$ cat config.mk
export PLATFORM = sky130hd
export DESIGN_NAME = qspi_reg_bridge
export DESIGN_NICKNAME = d
export VERILOG_FILES = /design/src/rtl/qspi_reg_bridge.sv
export SDC_FILE = /design/constraint.sdc
export NUM_CORES = 1
export LEC_CHECK = 0
export ABC_CLOCK_PERIOD_IN_PS = 4000
export CAP_MARGIN = 15
export CELL_PAD_IN_SITES_DETAIL_PLACEMENT = 0
export CELL_PAD_IN_SITES_GLOBAL_PLACEMENT = 2
export CORE_UTILIZATION = 37
export CTS_BUF_LIST = sky130_fd_sc_hd__clkbuf_4
export DETAILED_ROUTE_END_ITERATION = 7
export HOLD_SLACK_MARGIN = 0.08
export PLACE_DENSITY = 0.93
export REMOVE_ABC_BUFFERS = 1
export SLEW_MARGIN = 20
export SYNTH_ARGS = -nofsm -noshare
export SYNTH_HDL_FRONTEND = slang
export SYNTH_SLANG_ARGS = --single-unit
$ cat constraint.sdc
create_clock -name clk -period 4 [get_ports clk]
set_input_delay 0.4 -clock clk [delete_from_list [all_inputs] [get_ports clk]]
set_output_delay 0.4 -clock clk [all_outputs]
set_load 0.05 [all_outputs]
$ cat src/rtl/qspi_reg_bridge.sv
// Register-access layer for a QSPI slave: decodes write/read command frames from received
// bytes into a small register file and feeds the transmit stage during read-back periods.
module qspi_reg_bridge #(
    parameter int unsigned NREGS = 8
) (
    input  logic                 clk,
    input  logic                 resetn,
    input  logic                 frame_end,
    input  logic                 rx_valid,
    input  logic [7:0]           rx_data,
    input  logic                 tx_ready,
    output logic [7:0]           tx_data,
    output logic                 tx_en,
    output logic [8*NREGS-1:0]   regs,
    output logic [NREGS-1:0]     wr_pulse,
    output logic                 err
);

    localparam int unsigned AW = (NREGS > 1) ? $clog2(NREGS) : 1;
    localparam logic [7:0] CMD_WR = 8'h02;
    localparam logic [7:0] CMD_RD = 8'h0B;

    typedef enum logic [2:0] {
        StCmd,
        StAddr,
        StWdata,
        StRhold,
        StDiscard,
        StTx
    } state_e;

    state_e              r_state;
    logic                r_is_read;
    logic [AW-1:0]       r_ptr;
    logic [7:0]          r_regs [NREGS];
    logic [NREGS-1:0]    r_wr_pulse;
    logic [7:0]          r_tx_data;
    logic                r_tx_en;
    logic                r_err;

    state_e              w_mid_state;
    logic                w_mid_read;
    logic [AW-1:0]       w_mid_ptr;
    logic [AW-1:0]       w_ptr_inc;
    logic                w_we;
    logic                w_err_set;
    logic                w_addr_ok;

    assign w_ptr_inc = r_ptr + AW'(1);
    assign w_addr_ok = ({1'b0, rx_data} < 9'(NREGS));

    // Effect of a received byte alone; frame_end is applied on top of this result so a
    // byte arriving together with frame_end still belongs to the ending frame.
    always_comb begin
        w_mid_state = r_state;
        w_mid_read  = r_is_read;
        w_mid_ptr   = r_ptr;
        w_we        = 1'b0;
        w_err_set   = 1'b0;
        if (rx_valid) begin
            case (r_state)
                StCmd: begin
                    if (rx_data == CMD_WR || rx_data == CMD_RD) begin
                        w_mid_state = StAddr;
                        w_mid_read  = (rx_data == CMD_RD);
                    end else begin
                        w_mid_state = StDiscard;
                        w_err_set   = 1'b1;
                    end
                end
                StAddr: begin
                    if (w_addr_ok) begin
                        w_mid_ptr   = rx_data[AW-1:0];
                        w_mid_state = r_is_read ? StRhold : StWdata;
                    end else begin
                        w_mid_state = StDiscard;
                        w_err_set   = 1'b1;
                    end
                end
                StWdata: begin
                    w_we      = 1'b1;
                    w_mid_ptr = w_ptr_inc;
                end
                default: ;
            endcase
        end
    end

    always_ff @(posedge clk or negedge resetn) begin
        if (!resetn) begin
            r_state    <= StCmd;
            r_is_read  <= 1'b0;
            r_ptr      <= '0;
            r_wr_pulse <= '0;
            r_tx_data  <= 8'h00;
            r_tx_en    <= 1'b0;
            r_err      <= 1'b0;
            for (int i = 0; i < NREGS; i++) begin
                r_regs[i] <= 8'h00;
            end
        end else begin
            r_wr_pulse <= w_we ? ({{(NREGS-1){1'b0}}, 1'b1} << r_ptr) : '0;
            if (w_we) begin
                r_regs[r_ptr] <= rx_data;
            end
            r_err     <= r_err | w_err_set;
            r_is_read <= w_mid_read;
            r_ptr     <= w_mid_ptr;
            r_state   <= w_mid_state;
            if (frame_end) begin
                case (w_mid_state)
                    StAddr: begin
                        r_state <= StCmd;
                        r_err   <= 1'b1;
                    end
                    StRhold: begin
                        r_state   <= StTx;
                        r_tx_en   <= 1'b1;
                        r_tx_data <= r_regs[w_mid_ptr];
                    end
                    StTx: begin
                        r_state <= StCmd;
                        r_tx_en <= 1'b0;
                    end
                    default: r_state <= StCmd;
                endcase
            end else if (r_state == StTx && tx_ready) begin
                r_ptr     <= w_ptr_inc;
                r_tx_data <= r_regs[w_ptr_inc];
            end
        end
    end

    for (genvar i = 0; i < NREGS; i++) begin : g_regs
        assign regs[8*i +: 8] = r_regs[i];
    end

    assign tx_data  = r_tx_data;
    assign tx_en    = r_tx_en;
    assign wr_pulse = r_wr_pulse;
    assign err      = r_err;

endmodule

==> results.sh <==
export IMPL_internal_power_mw=1.18
export IMPL_die_h_um=116
export IMPL_yosys_top_cells_area="dfrtp_1 (46%), mux2_2 (17%), mux4_2 (7.4%)"
export IMPL_avgSynthCellArea_um2=13.5
export IMPL_netlist_area_um2=4850
export IMPL_critPathLaunch="r_ptr[0]$_DFF_PN0_"
export IMPL_synthArstFlopShare_pct=100
export IMPL_critPathBufInv=2
export IMPL_drv_slew=0
export IMPL_wirelength_mm=13.5
export IMPL_r2r_start="r_ptr[0]$_DFF_PN0_"
export IMPL_fillers=1185
export IMPL_clk_transition_reported_paths_ns=0.14
export IMPL_skew_ns=0.0175
export IMPL_slew_limit_headroom_pct=50.3
export IMPL_yosysWarnings=0
export IMPL_drtIter0Drc=241
export IMPL_worst_pin_slew_ns=0.743
export IMPL_ys_flop_type="dfrtp_1"
export IMPL_powerDensity_nw_per_um2=251
export IMPL_postRouteAntennaNets=0
export IMPL_comb_power_share_pct=5.5
export IMPL_finalWeightedCongestion=0.802
export IMPL_fmax_mhz=342
export IMPL_p_total_mw=1.54
export IMPL_antenna_found_initial=0
export IMPL_start_kind="flip-flop"
export IMPL_drcViolationCount=0
export IMPL_timing_rr_end="tx_data[7]$_DFFE_PN0P_"
export IMPL_multi_input_area_um2=2460
export IMPL_finalSetupViolCount=0
export IMPL_tns_ns=0
export IMPL_cts_resized=0
export IMPL_r2r_worst_path_cells=8
export IMPL_grt_max_degree=55
export IMPL_synth_cell_type_count=52
export IMPL_p_switching_uw=360
export IMPL_peakVddDrop_mv=0.147
export IMPL_drv_cap=0
export IMPL_cpMaxStageDelayCell="ha_1"
export IMPL_syn_to_final_growth_pct=26.9
export IMPL_fin_nets=481
export IMPL_synth_edf_count=0
export IMPL_endpoint_kind="flip-flop"
export IMPL_via_per_inst=5.50
export IMPL_ys_seq_area_share_pct=45.9
export IMPL_arrival_ns=3.30
export IMPL_required_ns=4.38
export IMPL_io_buffers=94
export IMPL_crit_family="compound AO/OA/AOI/OAI gates"
export IMPL_critPathMaxStageDelay_ns=0.60
export IMPL_pwr_share_clk_pct=35.8
export IMPL_num_rows=41
export IMPL_clk_path_buf_depth=2
export IMPL_whs_path_depth=1
export IMPL_ctsRootBufferMaster="clkbuf_4"
export IMPL_synth_top_area_share_pct=45.9
export IMPL_min_to="err$_DFF_PN0_"
export IMPL_cts_buffers=9
export IMPL_reg2reg_setup_slack_ns=1.08
export IMPL_start_util_pct=38.3
export IMPL_grt_ovfl_total=0
export IMPL_htreeDepth=3
export IMPL_grt_setup_unrepaired="false"
export IMPL_grtUsageTotal_pct=21.3
export IMPL_first_pass_iters=5
export IMPL_fin_crit_ns=2.92
export IMPL_fp_dieW_um=116
export IMPL_grt_pass1_wl_mm=20.7
export IMPL_grt_pass1_vias=3560
export IMPL_hp_start="err$_DFF_PN0_"
export IMPL_wl_per_cell_um=21.2
export IMPL_cp_cell_sequence="buf_4 -> inv_2 -> ha_1 -> a32oi_1 -> o2bb2ai_4 -> nand2_1 -> o22a_1 -> a31oi_1"
export IMPL_yosys_area_top_type="dfrtp_1"
export IMPL_p_seq_share_pct=58.7
export IMPL_drive_gt1_share_pct=29.7
export IMPL_dr_total_vias=3502
export IMPL_cts_tree="yes"
export IMPL_dieArea_um2=13600
export IMPL_core_area_um2=12700
export IMPL_pin_count=95
export IMPL_clkSinkCount=89
export IMPL_seq_area_um2=2230
export IMPL_outcome="complete, no violations"
export IMPL_critical_path_class="reg2reg"
export IMPL_antenna_cells=0
export IMPL_period_share_pct=73.0
export IMPL_hp_class="reg2reg"
export IMPL_syn_inst=358
export IMPL_power_leakage_nw=2.90
export IMPL_cp_max_fo=23
export IMPL_ys_seq_elements=89
export IMPL_cts_setup_buffers=0
export IMPL_hold_buffers=1
export IMPL_hpwl_mm=9.30
export IMPL_swShare_pct=23.3
export IMPL_clock_latency_ns=0.46
export IMPL_hold_viol_final=0
==> layout by cell type, fill, tap and decap left out, types with 2 or more instances in the layout <==
master            n
nor2_1            6
inv_1             4
nor2_2            2
mux4_2           16
a22oi_1           8
nand2_1           6
o22a_1            8
nand3_1           4
nand3b_1          2
clkdlybuf4s50_1  93
bufinv_16         2
nand2_4           2
o21ai_0           4
ha_1              6
nand2b_1          2
xnor2_1           2
and3_1            5
nor3_2            5
clkbuf_4         10
mux2_2           73
nor4b_1           2
clkinv_2          2
a31oi_1          12
mux2i_1          25
dfrtp_1          89
mux2_1            9
a211o_1           8
buf_4            19
nor2b_1          10
and2_1            7
==> worst max path at each step <==
stage	end	slack, ns	cells after the start
3_5_place_dp	tx_data[7]$_DFFE_PN0P_	0.78	9
5_1_grt	tx_data[7]$_DFFE_PN0P_	0.87	8
3_3_place_gp	tx_data[1]$_DFFE_PN0P_	0.85	9
2_1_floorplan	tx_data[3]$_DFFE_PN0P_	0.46	9
6_report	tx_data[7]$_DFFE_PN0P_	1.08	8
4_1_cts	tx_data[7]$_DFFE_PN0P_	1.04	8
==> cell type report <==
| type | count | share of cell area [%] |
|---|---|---|
| tap | 172 | 3.50 |
| clock buffer | 10 | 1.22 |
| inverter | 6 | 0.366 |
| clock inverter | 4 | 1.14 |
| sequential | 89 | 36.2 |
| timing repair buffer | 113 | 17.6 |
| multi-input combinational | 243 | 40.0 |
==> kinds of logic (layout without fill, tap and decap cells) <==
kind of cell    Yosys count  in the layout  synth area share [%]
xor+xnor                  3              3                 0.542
simple gates             60             60                  8.21
buf+inv                  26            133                  3.36
flops                    89             89                  45.9
fa+ha+maj                 6              6                  1.55
mux                     124            124                  32.1
compound gates           50             50                  8.29
==> cells in the mapped netlist, types with 3 or more instances <==
cell type  count
a211o_1        8
a22oi_1        8
a31oi_1       12
and2_1         7
and3_1         5
buf_6          3
clkbuf_1       9
dfrtp_1       89
ha_1           6
inv_1          4
mux2_1         9
mux2_2        73
mux2i_1       25
mux4_2        16
nand2_1        6
nand3_1        4
nor2_1         6
nor2b_1       10
nor3_2         5
o21ai_0        4
o22a_1         8
==> state kept, by name (all words and copies together), names as in the netlist <==
name,count
r_state,3
r_ptr,3
regs,64
err,1
tx_en,1
wr_pulse,8
tx_data,8
r_is_read,1
==> metrics by stage <==
step	setup WS, ns	std cells	util (%)	area [um^2]	hold slack (ns)
after floorplan	0.461	338	-	4710	0.104
after global placement	0.848	622	47.3	6000	0.473
after detailed placement	0.778	622	47.3	6000	0.476
after CTS	1.04	637	48.5	6150	0.507
after global routing	0.869	637	48.5	6150	0.549
final	1.08	637	48.5	6150	0.504
==> layer usage <==
layer / vias to the layer above / GRT usage (%) / share of wire, %
li1: 1577 / - / -
met1: 1778 / 28.9 / 41
met2: 124 / 33.6 / 49
met3: 23 / 3.43 / 7.2
met4: 0 / 9.49 / 2.4
met5: - / 0 / 0
==> worst register-to-register path, delay by kind of cell, from the launching register on <==
kind,cells,cell delay [ns]
fa+ha+maj,1,0.60
flops,1,0.38
compound gates,4,0.99
simple gates,1,0.32
buf+inv,2,0.55
==> power groups by stage <==
| stage | clock network (mW) | registers, mW | logic [mW] |
|---|---|---|---|
| 2_1_floorplan | 0 | 0.926 | 0.0237 |
| 3_3_place_gp | 0 | 0.922 | 0.0832 |
| 3_5_place_dp | 0 | 0.923 | 0.0846 |
| 4_1_cts | 0.561 | 0.905 | 0.0856 |
| 5_1_grt | 0.599 | 0.906 | 0.0926 |
| 6_report | 0.552 | 0.906 | 0.0844 |
Note: power is estimated with default switching activity, not from simulation.
